File: src/rtl/signed_divider_seq_pkg.sv
// Shared types and helpers for the sequential signed divider.
package divider_pkg;

  typedef enum logic [1:0] {
    IDLE = 2'd0,
    CALC = 2'd1,
    FIX  = 2'd2,
    DONE = 2'd3
  } state_t;

  // Widest operand the magnitude helper supports.
  localparam int unsigned ABS_W = 64;

  // Bits needed to represent values 0..v-1 (ceil(log2(v))).
  function automatic int unsigned clog2(input int unsigned v);
    int unsigned r;
    r = 0;
    for (int unsigned i = 0; i < 32; i++) begin
      if ((64'(1) << i) < 64'(v)) r = i + 1;
    end
    return r;
  endfunction

  // Two's-complement magnitude of a sign-extended value; callers truncate
  // to their own width, so the most negative N-bit value maps to 2^(N-1).
  function automatic logic [ABS_W-1:0] abs_n(input logic [ABS_W-1:0] v);
    return v[ABS_W-1] ? ((~v) + ABS_W'(1)) : v;
  endfunction

endpackage

File: src/rtl/signed_divider_seq_if.sv
// Load/result bus of the sequential signed divider.
interface signed_divider_seq_if #(
  parameter int unsigned N = 8
);
  logic         load;
  logic [N-1:0] A;
  logic [N-1:0] B;
  logic [N-1:0] Q;
  logic [N-1:0] R;
  logic         busy;
  logic         done;
  logic         dz;
  logic         ovf;

  modport master (
    output load, A, B,
    input  Q, R, busy, done, dz, ovf
  );

  modport slave (
    input  load, A, B,
    output Q, R, busy, done, dz, ovf
  );
endinterface

File: src/rtl/signed_divider_seq_restoring_div_step.sv
// One combinational restoring-division iteration on unsigned magnitudes.
module restoring_div_step #(
  parameter int unsigned N = 8
) (
  input  logic [N-1:0] i_rem,
  input  logic         i_msb,
  input  logic [N-1:0] i_bmag,
  output logic [N-1:0] o_rem,
  output logic         o_qbit
);
  logic [N:0] w_shift;
  logic [N:0] w_trial;

  // Shift next dividend bit into the remainder and trial-subtract |B|;
  // bit N of the difference is the borrow that selects restore.
  always_comb begin
    w_shift = {i_rem, i_msb};
    w_trial = w_shift - {1'b0, i_bmag};
    o_qbit  = ~w_trial[N];
    o_rem   = w_trial[N] ? w_shift[N-1:0] : w_trial[N-1:0];
  end
endmodule

File: src/rtl/signed_divider_seq.sv
// Sequential signed divider: radix-2 restoring on magnitudes, then sign fixup.
// Fixed latency of N+1 clocks from the load edge to done.
module signed_divider_seq #(
  parameter int unsigned N = 8
) (
  input  logic                 clk,
  input  logic                 rst,
  signed_divider_seq_if.slave  bus
);
  import divider_pkg::*;

  localparam int unsigned   CW      = clog2(N + 1);
  localparam logic [N-1:0]  MIN_VAL = {1'b1, {(N-1){1'b0}}};

  state_t         r_state;
  logic [CW-1:0]  r_cnt;
  logic [N-1:0]   r_rem;
  logic [N-1:0]   r_dvd;
  logic [N-1:0]   r_bmag;
  logic [N-1:0]   r_a_orig;
  logic           r_sa;
  logic           r_sb;
  logic [N-1:0]   r_q;
  logic [N-1:0]   r_r;
  logic           r_busy;
  logic           r_done;
  logic           r_dz;
  logic           r_ovf;

  logic [N-1:0]   w_next_rem;
  logic           w_qbit;
  logic [N-1:0]   w_amag;
  logic [N-1:0]   w_bmag;

  // Operand magnitudes; -2^(N-1) becomes the unsigned value 2^(N-1).
  always_comb begin
    w_amag = N'(abs_n(ABS_W'($signed(bus.A))));
    w_bmag = N'(abs_n(ABS_W'($signed(bus.B))));
  end

  restoring_div_step #(.N(N)) u_step (
    .i_rem  (r_rem),
    .i_msb  (r_dvd[N-1]),
    .i_bmag (r_bmag),
    .o_rem  (w_next_rem),
    .o_qbit (w_qbit)
  );

  // Control FSM, iteration counter, datapath registers and result fixup.
  // r_dvd shifts the dividend out of its MSB while quotient bits enter at
  // the LSB, so after N iterations it holds |Q|.
  always_ff @(posedge clk or negedge rst) begin
    if (!rst) begin
      r_state  <= IDLE;
      r_cnt    <= '0;
      r_rem    <= '0;
      r_dvd    <= '0;
      r_bmag   <= '0;
      r_a_orig <= '0;
      r_sa     <= 1'b0;
      r_sb     <= 1'b0;
      r_q      <= '0;
      r_r      <= '0;
      r_busy   <= 1'b0;
      r_done   <= 1'b0;
      r_dz     <= 1'b0;
      r_ovf    <= 1'b0;
    end else begin
      case (r_state)
        IDLE, DONE: begin
          if (bus.load) begin
            r_dvd    <= w_amag;
            r_bmag   <= w_bmag;
            r_a_orig <= bus.A;
            r_sa     <= bus.A[N-1];
            r_sb     <= bus.B[N-1];
            r_dz     <= (bus.B == '0);
            r_ovf    <= (bus.A == MIN_VAL) && (bus.B == '1);
            r_rem    <= '0;
            r_cnt    <= '0;
            r_done   <= 1'b0;
            r_busy   <= 1'b1;
            r_state  <= CALC;
          end
        end
        CALC: begin
          r_rem <= w_next_rem;
          r_dvd <= {r_dvd[N-2:0], w_qbit};
          r_cnt <= r_cnt + CW'(1);
          if (r_cnt == CW'(N - 1)) r_state <= FIX;
        end
        FIX: begin
          if (r_dz) begin
            r_q <= '1;
            r_r <= r_a_orig;
          end else if (r_ovf) begin
            r_q <= MIN_VAL;
            r_r <= '0;
          end else begin
            r_q <= (r_sa ^ r_sb) ? ('0 - r_dvd) : r_dvd;
            r_r <= r_sa ? ('0 - r_rem) : r_rem;
          end
          r_busy  <= 1'b0;
          r_done  <= 1'b1;
          r_state <= DONE;
        end
        default: r_state <= IDLE;
      endcase
    end
  end

  assign bus.Q    = r_q;
  assign bus.R    = r_r;
  assign bus.busy = r_busy;
  assign bus.done = r_done;
  assign bus.dz   = r_dz;
  assign bus.ovf  = r_ovf;
endmodule

File: src/flat_wrapper.sv
// flat-port wrapper written by rule: the top's interface ports become plain ports
module signed_divider_seq_flat import divider_pkg::*;
#(
  parameter int unsigned N = 8
)
  (clk, rst, bus_load, bus_A, bus_B, bus_Q, bus_R, bus_busy, bus_done, bus_dz, bus_ovf);
  signed_divider_seq_if #(.N(N)) bus_i ();
  input  logic clk;
  input  logic rst;
  input wire logic [$bits(bus_i.load)-1:0] bus_load;
  input wire logic [$bits(bus_i.A)-1:0] bus_A;
  input wire logic [$bits(bus_i.B)-1:0] bus_B;
  output wire logic [$bits(bus_i.Q)-1:0] bus_Q;
  output wire logic [$bits(bus_i.R)-1:0] bus_R;
  output wire logic [$bits(bus_i.busy)-1:0] bus_busy;
  output wire logic [$bits(bus_i.done)-1:0] bus_done;
  output wire logic [$bits(bus_i.dz)-1:0] bus_dz;
  output wire logic [$bits(bus_i.ovf)-1:0] bus_ovf;
  assign bus_i.load = bus_load;
  assign bus_i.A = bus_A;
  assign bus_i.B = bus_B;
  assign bus_Q = bus_i.Q;
  assign bus_R = bus_i.R;
  assign bus_busy = bus_i.busy;
  assign bus_done = bus_i.done;
  assign bus_dz = bus_i.dz;
  assign bus_ovf = bus_i.ovf;
  signed_divider_seq #(.N(N)) u_core (.clk(clk), .rst(rst), .bus(bus_i));
endmodule
File: config.mk
export PLATFORM = sky130hd
export DESIGN_NAME = signed_divider_seq_flat
export DESIGN_NICKNAME = d
export VERILOG_FILES = /design/src/rtl/signed_divider_seq_pkg.sv /design/src/rtl/signed_divider_seq_if.sv /design/src/rtl/signed_divider_seq_restoring_div_step.sv /design/src/rtl/signed_divider_seq.sv /design/src/flat_wrapper.sv
export SDC_FILE = /design/constraint.sdc
export NUM_CORES = 1
export LEC_CHECK = 0
export ABC_CLOCK_PERIOD_IN_PS = 2180
export CORE_MARGIN = 2
export CORE_UTILIZATION = 50
export DETAILED_ROUTE_END_ITERATION = 8
export PLACE_DENSITY = 0.78
export SYNTH_ARGS = -nofsm -noshare
export SYNTH_HDL_FRONTEND = slang
export SYNTH_SLANG_ARGS = --single-unit
export TNS_END_PERCENT = 100
File: constraint.sdc
create_clock -name clk -period 2.18 [get_ports clk]
set_input_delay 0.327 -clock clk [delete_from_list [all_inputs] [get_ports clk]]
set_output_delay 0.327 -clock clk [all_outputs]
set_load 0.01 [all_outputs]
======== Word-level counts from Yosys, hierarchy flattened ========
Cells that the tools add are included.
W data, S select, Z words.
operators by class
  reductions and logical operators ........ 10
  add/subtract/negate cells ............... 6
  mux-type cells .......................... 22
  equality and inequality tests ........... 8
  bitwise gates (word level) .............. 4
operators with widths
  operator               number
  $mux W8                11
  $pmux W8 S2            2
  $add A8 B1 Y8 const B  2
  $eq A8 B8 Y1 const B   2
  $not A8 Y8             2
  $sub A1 B8 Y8 const A  2
  $sub A9 B8 Y9          1
  $logic_not A8 Y1       1
  $pmux W4 S2            1
  $reduce_and A2 Y1      4
  $pmux W2 S3            1
  $add A4 B1 Y4 const B  1
  $eq A2 B2 Y1 const B   2
  $eq A4 B3 Y1 const B   1
  $mux W2                2
  $mux W4                1
  $pmux W1 S2            2
  $reduce_bool A2 Y1     2
  $eq A2 B1 Y1 const B   1
  $logic_not A2 Y1       1
  $mux W1                2
  $ne A2 B1 Y1 const B   1
  $ne A2 B2 Y1 const B   1
  $reduce_or A2 Y1       1
  other kinds (3)        3
storage, ports and cells
  register bits ........................... 60
  input port bits ......................... 19
  output and inout bits ................... 20
  logic and storage cells ................. 64

======== Longest topological paths before layout ========
Gate-level depths: netlist (run 1).
  depth after elaboration ................. 5
  mapped depth ............................ 9
  depth with buffers taken out ............ 8

======== By module ========
A second synthesis (run 1) with hierarchy kept.
second synthesis, totals
  cells, all modules ...................... 368
  area total of the unflattened synthesis .. 3563.4 sq um
by module, submodules not included
  module              area each (sq um)  sequential area each (sq um)  instances  cells an instance
  signed_divider_seq  3078.0             1476.4                        1          310
  restoring_div_step  485.5              0.0                           1          58

======== Worst setup path before layout (run 1) ========
Ideal clock, no wire load.
  path kind ............................... register to register
  from .................................... register u_core.r_dvd[7]
  to ...................................... register u_core.r_dvd[0]
  path buffers ............................ 1
  clock period less this slack ............ 2096 ps
  data arrival time ....................... 1964 ps
  stages on the path, launching flop included .. 10
  path slack .............................. 84 ps
  required time ........................... 2047 ps
  setup time .............................. 133 ps
  cells stage by stage .................... dfrtp_1 > inv_1 > ha_1 > fa_1 > nand2b_1 > a21oi_2 > o211ai_2 > buf_6 > a311oi_1 > a21oi_1
on the way
  cells in the longest elaborated chain, start to end .. 3
RTL lines
  what                      RTL line                                     RTL
  start: declaration        signed_divider_seq.sv:18                     logic [N-1:0] r_dvd;
  start signal: assignment  signed_divider_seq.sv:72                     r_dvd <= w_amag;
  start signal: assignment  signed_divider_seq.sv:88                     r_dvd <= {r_dvd[N-2:0], w_qbit};
  $sub A9 B8 Y9             signed_divider_seq_restoring_div_step.sv:18  w_trial = w_shift - {1'b0, i_bmag};
  $not A1 Y1                signed_divider_seq_restoring_div_step.sv:19  o_qbit = ~w_trial[N];
  $pmux W8 S2               signed_divider_seq.sv:69                     case (r_state)
Every way passes these cells.
A chain may end at the register's enable or synchronous reset.

======== Worst setup path after layout (run 1) ========
  from .................................... register u_core.r_dvd[7]
  to ...................................... register u_core.r_rem[0]
on the way
  cells in the longest elaborated chain, start to end .. 3
RTL lines
  what                    RTL line                                     RTL
  $sub A9 B8 Y9           signed_divider_seq_restoring_div_step.sv:18
  $mux W8 *               signed_divider_seq_restoring_div_step.sv:20  o_rem = w_trial[N] ? w_shift[N-1:0] : w_trial[N-1:0];
  $pmux W8 S2 *           signed_divider_seq.sv:69
  end signal: assignment  signed_divider_seq.sv:87                     r_rem <= w_next_rem;
  end: declaration        signed_divider_seq.sv:17                     logic [N-1:0] r_rem;
Every way passes the cells marked *; elsewhere a longest branch is shown, timed or not.

==> flow_summary.yaml, run 1 <==
global_route:
  grt_pass1_wl_um: 14370
  grt_antenna_before_repair: 0
  grt_usage_pct: 21.94
  grt-ovfl-total: 0
  use_met3_pct: 3.101
  globalRouteMet2Util_pct: 34.02
  grt_pass1_vias: 2997
  grt_max_degree: 40
  gr-usage-met1_pct: 31.02
  grt.busiest_layer: "met2"
cts:
  cts_setup_buffers: 0
  clk_transition_reported_paths_ns: 0.07
  cts_tree: "done"
  cts-htree-levels: 3
  cts_root_buf: "clkbuf_8"
  numCtsBuffers: 9
  cts_sinks: 59
  cts_max_path_buffers: 2
  insertion_delay_ns: 0.34
placement:
  dpl-instance-area_mm2: 0.004273
  gp_congestion: 0.8357
  io_buffer_count: 38
  place_ws_ns: -0.02831
  hpwlAfterDp_um: 6241
yosys:
  synth_edf_count: 0
  ys.flop_type: "dfrtp_1"
  synth_largest_area_cell: "dfrtp_1"
  synth_nets: 445
  ys_warn_count: 0
  syn_inst: 408
  synth_seq_cells: 59
  synth_area_mm2: 0.003709
  ys_seq_area_share_pct: 39.81
  yosysTopAreaCellShare_pct: 39.81
  synth_cell_types: 59
  ys_top_cells_by_area: "dfrtp_1, ha_1, nand2_1, a21oi_1, xor2_1"
  ys_async_sr_fraction_pct: 100.0
  avgSynthCellArea_um2: 9.090
pwr:
  peakVddDrop_mv: 0.5957
  power_density_mw_per_mm2: 1571
  pwr-share-seq_pct: 27.6
  power.switching_uw: 3062
  p_int_uw: 4048
  switching_share_pct: 43.07
  p_leak_uw: 0.001953
  p_clk_share_pct: 14.3
  power_frac_comb_pct: 58.0
setup_path:
  r2r_cells: 9
  path_class: "reg -> reg"
  r2r_slack_ns: 0.05
  arrival_ns: 2.34
  critPathLaunchType: "register"
  worstPathMaxFanout: 6
  r2r-end: "u_core.r_rem[0]"
  crit_path_end_kind: "register"
  r2r_start: "u_core.r_dvd[7]"
  crit_start: "u_core.r_dvd[7]"
  required_ns: 2.40
cells_and_area:
  area_growth_pct: 22.06
  design_area_mm2: 0.004527
  antenna_cells: 0
  drive_above_1_share_pct: 14.75
  multi_input_area_mm2: 0.002069
  fin_util_pct: 62.75
  nNetsFinal: 493
  seq_area_mm2: 0.001476
  fillerInstances: 599
sta:
  finalCritPeriodShare_pct: 97.69
  slew_headroom_pct: 58.99
  tightest_slew_ns: 0.6108
  max_freq_mhz: 469.6
  fin_ws_ns: 0.05045
  finalSetupViolations: 0
  drv_slew: 0
  skew_ns: 0.007210
  timing.final.hold_violations: 0
  fin_crit_ns: 2.130
die:
  dieArea_mm2: 0.008122
  core_mm2: 0.007214
  chipHeight_um: 90.12
  initial_core_util_pct: 51.40
  ios: 39
  die_w_um: 90.12
  rows: 31
detailed_routing:
  drc_errors: 0
  vias: 3092
  drt_iter0_markers: 158
  dr.pass1.iters: 4
  detail-route-antenna-nets: 0
  vias_per_cell: 5.521
  routedWlPerCell_um: 15.49
  routed_wl_um: 8673
flow_run:
  drv_cap: 0
min_path:
  hold_depth: 2
  holdPathEnd: "u_core.r_bmag[4]"
  min_from: "u_core.r_bmag[4]"
  hold_path_class: "reg -> reg"
run_status:
  status: "completed"
==> worst max path at each step <==
stage / slack, ns / cells past startpoint / end
3_5_place_dp: -0.03 / 8 / u_core.r_rem[2]
5_1_grt: -0.005 / 9 / u_core.r_rem[1]
3_3_place_gp: 0.06 / 8 / u_core.r_rem[2]
4_1_cts: 0.006 / 9 / u_core.r_rem[0]
2_1_floorplan: 0.08 / 9 / u_core.r_dvd[0]
6_report: 0.05 / 9 / u_core.r_rem[0]
==> flip-flops by register name, indices dropped and copies added (netlist names) <==
| signal | flops |
|---|---|
| u_core.r_sa | 1 |
| u_core.r_bmag | 8 |
| u_core.bus.ovf | 1 |
| u_core.r_a_orig | 7 |
| u_core.bus.Q | 8 |
| u_core.r_sb | 1 |
| u_core.bus.dz | 1 |
| u_core.r_state | 2 |
| u_core.r_dvd | 8 |
| u_core.bus.R | 8 |
| u_core.r_cnt | 4 |
| u_core.r_rem | 8 |
| u_core.bus.busy | 1 |
| u_core.bus.done | 1 |
==> cell type report <==
type                       instances  area share, %
sequential                        59          32.61
tap                               99          2.736
clock buffer                      10          3.040
timing repair buffer              59          12.47
multi-input combinational        303          45.72
inverter                          24          1.990
clock inverter                     6          1.437
==> layer usage <==
| metal | up-vias | wire (um) | part of all wire, % |
|---|---|---|---|
| met3 | 12 | 412 | 4.8 |
| li1 | 1536 | - | - |
| met5 | - | 0 | 0 |
| met2 | 86 | 3998 | 46 |
| met4 | 0 | 142 | 1.6 |
| met1 | 1458 | 4120 | 48 |
==> power groups by stage <==
stage / sequential (uW) / combinational [uW] / clock (uW)
after floorplan: 1960 / 2760 / 0
after global placement: 1940 / 3800 / 0
after detailed placement: 1970 / 3930 / 0
after CTS: 1960 / 4000 / 1030
after global routing: 2030 / 4510 / 1100
final: 1960 / 4130 / 1020
==> placed cells by master, fill, tap and decap left out, drive strengths merged, types with 5 or more instances in the layout <==
cell type	n
buf	21
xnor2	11
nand2	52
nor2	31
clkbuf	10
nand2b	7
o31ai	6
mux2	9
xor2	15
o211ai	7
dfrtp	59
clkdlybuf4s50	37
o21ai	25
or3	5
ha	17
nand3	5
mux2i	7
inv	24
nor3	8
nand4	6
a21oi	41
==> per-stage QoR <==
stage | hold WS, ns | setup TNS (ns) | std cells | total power (uW)
5_1_grt | 0.5078 | -0.007181 | 560 | 7637
2_1_floorplan | 0.03141 | 0 | 408 | 4722
3_5_place_dp | 0.3341 | -0.02831 | 543 | 5903
6_report | 0.4760 | 0 | 560 | 7110
4_1_cts | 0.4839 | 0 | 560 | 6989
3_3_place_gp | 0.3304 | 0 | 543 | 5740
==> worst max-delay path, cell delays in order, from the launching register on <==
cell       delay (ns)
dfrtp_1          0.37
inv_1            0.06
ha_1             0.22
fa_2             0.36
nand2b_4         0.17
a21oi_4          0.20
a2bb2oi_4        0.21
buf_6            0.15
and3_1           0.20
o31ai_2          0.06
==> kinds of logic (layout without fill, tap and decap cells) <==
family | Yosys count | in the layout | synth area share [%]
AO/OA/AOI/OAI | 111 | 111 | 20.88
flip-flops | 59 | 59 | 39.81
adder cells (fa/ha/maj) | 18 | 18 | 6.275
multiplexers | 16 | 16 | 4.723
buffers and inverters | 46 | 99 | 5.398
XOR/XNOR | 26 | 26 | 6.140
AND/OR/NAND/NOR | 132 | 132 | 16.77
==> Yosys cell counts (4+ instances only) <==
cell type and instances:
or3_1 5, inv_1 24, nor3_1 8, nand2b_1 7, a31oi_1 4, clkbuf_1 14
mux2_2 9, mux2i_1 6, nand3_1 5, o211ai_1 4, a21oi_2 4, and3_1 4
dfrtp_1 59, nor2_1 31, nand4_1 6, ha_1 17, a21oi_1 36, o21ai_0 23
xnor2_1 11, xor2_1 15, nand2_1 52
==> what timing repair did <==
action / CTS / global route
resized for setup: 2 / 4
setup endpoints to repair: 1 / 9
pin swaps: 2 / 2
hold buffers: 1 / 0
endpoints found under the hold margin: 20 / 0
No activity file was read; power rests on OpenSTA's default activity.
==> run 2, diff against run 1 <==
--- a/config.mk
+++ b/config.mk
@@ -8,6 +8,7 @@
 export ABC_CLOCK_PERIOD_IN_PS = 2180
 export CORE_MARGIN = 2
 export CORE_UTILIZATION = 50
+export CTS_CLUSTER_SIZE = 14
 export DETAILED_ROUTE_END_ITERATION = 8
 export PLACE_DENSITY = 0.78
 export SYNTH_ARGS = -nofsm -noshare
==> results of run 2 <==
Same layout as run 1: the final DEF is identical, and so are final timing and power.
==> run 3, diff against run 2 <==
==> constraint.sdc (replaced) <==
create_clock -name clk -period 2.18 [get_ports clk]
set_input_delay 0.436 -clock clk [delete_from_list [all_inputs] [get_ports clk]]
set_output_delay 0.436 -clock clk [all_outputs]
set_load 0.01 [all_outputs]
==> run 3 against run 2 <==
Via count increased by 4.4%. Sequential share of layout area is 0.39 points lower. Total power down 0.53%. Flip-flop and latch count is the same. Setup slack improved by 0.054 ns. Clock power shrank 14%. Critical path depth unchanged. Worst hold slack worse by 0.40 ns. Non-clock buffer count increased by 8. Clock skew rose by 0.0029 ns. Critical endpoint is now u_core.r_rem[6]. Largest power group unchanged.
==> flow_summary.yaml, run 3 (same netlist as run 1, synthesis figures left out) <==
detailed_routing:
  detail-route-antenna-nets: 0
  drt_iter0_markers: 212
  routed_wl_um: 8873
  vias: 3229
  drc_errors: 0
  vias_per_cell: 5.675
  routedWlPerCell_um: 15.59
  dr.pass1.iters: 5
sta:
  finalCritPeriodShare_pct: 95.21
  finalSetupViolations: 0
  timing.final.hold_violations: 0
  max_freq_mhz: 481.8
  fin_crit_ns: 2.076
  skew_ns: 0.01014
  drv_slew: 0
  slew_headroom_pct: 61.20
  whs_ns: 0.07978
  tightest_slew_ns: 0.5779
die:
  rows: 31
  core_mm2: 0.007214
  ios: 39
  die_w_um: 90.12
  initial_core_util_pct: 51.40
  chipHeight_um: 90.12
  dieArea_mm2: 0.008122
setup_path:
  path_class: "reg -> reg"
  arrival_ns: 2.29
  crit_path_end_kind: "register"
  worstPathMaxFanout: 5
  path_cells: "inv_1 > ha_1 > fa_2 > nand2b_4 > a21oi_4 > a2bb2oi_4 > buf_4 > and2_4 > o211ai_1"
  critPathLaunchType: "register"
  cp_slowest_stage_delay_ns: 0.35
  cp_num_buf_inv: 2
  required_ns: 2.39
  crit_family: "adder cells"
  slowest_stage: "dfrtp_1"
pwr:
  p_leak_uw: 0.001986
  peakVddDrop_mv: 0.5785
  p_total_uw: 7072
  power_density_mw_per_mm2: 1543
placement:
  hpwlAfterDp_um: 6419
  dp_cells: 550
  io_buffer_count: 38
  gp_congestion: 0.8608
global_route:
  grt_pass1_wl_um: 14620
  grt_antenna_before_repair: 0
  grt_pass1_vias: 3077
  grt_usage_pct: 22.29
  grt-ovfl-total: 0
  grt_max_degree: 37
cts:
  cts_tree: "done"
  hold_buffers: 0
  numCtsBuffers: 9
  cts_root_buf: "clkbuf_8"
  cts_max_path_buffers: 2
  clk_transition_reported_paths_ns: 0.08
  cts-htree-levels: 3
  insertion_delay_ns: 0.35
  cts_sinks: 59
cells_and_area:
  nNetsFinal: 502
  area_growth_pct: 23.55
  final_cells: 569
  drive_above_1_share_pct: 16.81
  final_common_cell: "dfrtp_1"
  antenna_cells: 0
  mostFrequentLayoutCells: "dfrtp_1, nand2_1, clkdlybuf4s50_1, a21oi_1, nor2_1"
  fin_util_pct: 63.51
flow_run:
  drv_cap: 0
min_path:
  hold_path_class: "in -> async"
run_status:
  status: "completed"
-- run 3: stage by stage --
stage	setup TNS (ns)	area [um2]	worst slack (ns)
floorplan	0	3709	0.08362
global placement	0	4338	0.004045
detailed placement	-0.07491	4338	-0.07491
CTS	0	4506	0.02439
global route	-0.03001	4582	-0.01077
finish	0	4582	0.1045
-- run 3: what timing repair did --
item	in CTS	in global routing
gates resized for setup	0	8
setup endpoints to repair	0	9
setup buffers	0	2
endpoints found under the hold margin	0	0
-- run 3: area by class of cell --
type	count	area (um2)
multi-input cells	304	2090
clock buffers	9	123.9
clock inverters	7	43.79
fillers	610	2633
well taps	99	123.9
inverters	24	90.09
repair buffers	67	634.4
flip-flops and latches	59	1476
-- run 3: power breakdown --
group | internal (uW) | switching (uW) | total (uW) | leakage (uW)
clock | 407 | 467 | 874 | 0.0000852
combinational | 1990 | 2250 | 4240 | 0.00118
sequential | 1580 | 383 | 1960 | 0.000721
total | 3970 | 3100 | 7070 | 0.00199
-- run 3: worst paths after layout --
path                                       start            endpoint  slack (ns)  depth (start not counted)
worst max-delay path             u_core.r_dvd[7]     u_core.r_rem[6]        0.10                          9
worst min-delay path                         rst  u_core.r_a_orig[3]        0.08                          1
worst max register to register   u_core.r_dvd[7]     u_core.r_rem[6]        0.10                          9
worst min register to register  u_core.r_bmag[5]    u_core.r_bmag[5]        0.48                          2
max in group asynchronous                    rst         u_core.r_sb        1.51                          2
min in group clk                u_core.r_bmag[5]    u_core.r_bmag[5]        0.48                          2
-- run 3: per-layer routing --
layer | share of wire (%) | vias to the layer above | GRT usage [%]
li1 | - | 1561 | -
met1 | 44 | 1532 | 30.53
met2 | 48 | 123 | 35.65
met3 | 7.1 | 13 | 4.862
met4 | 1.3 | 0 | 6.667
met5 | 0 | - | 0
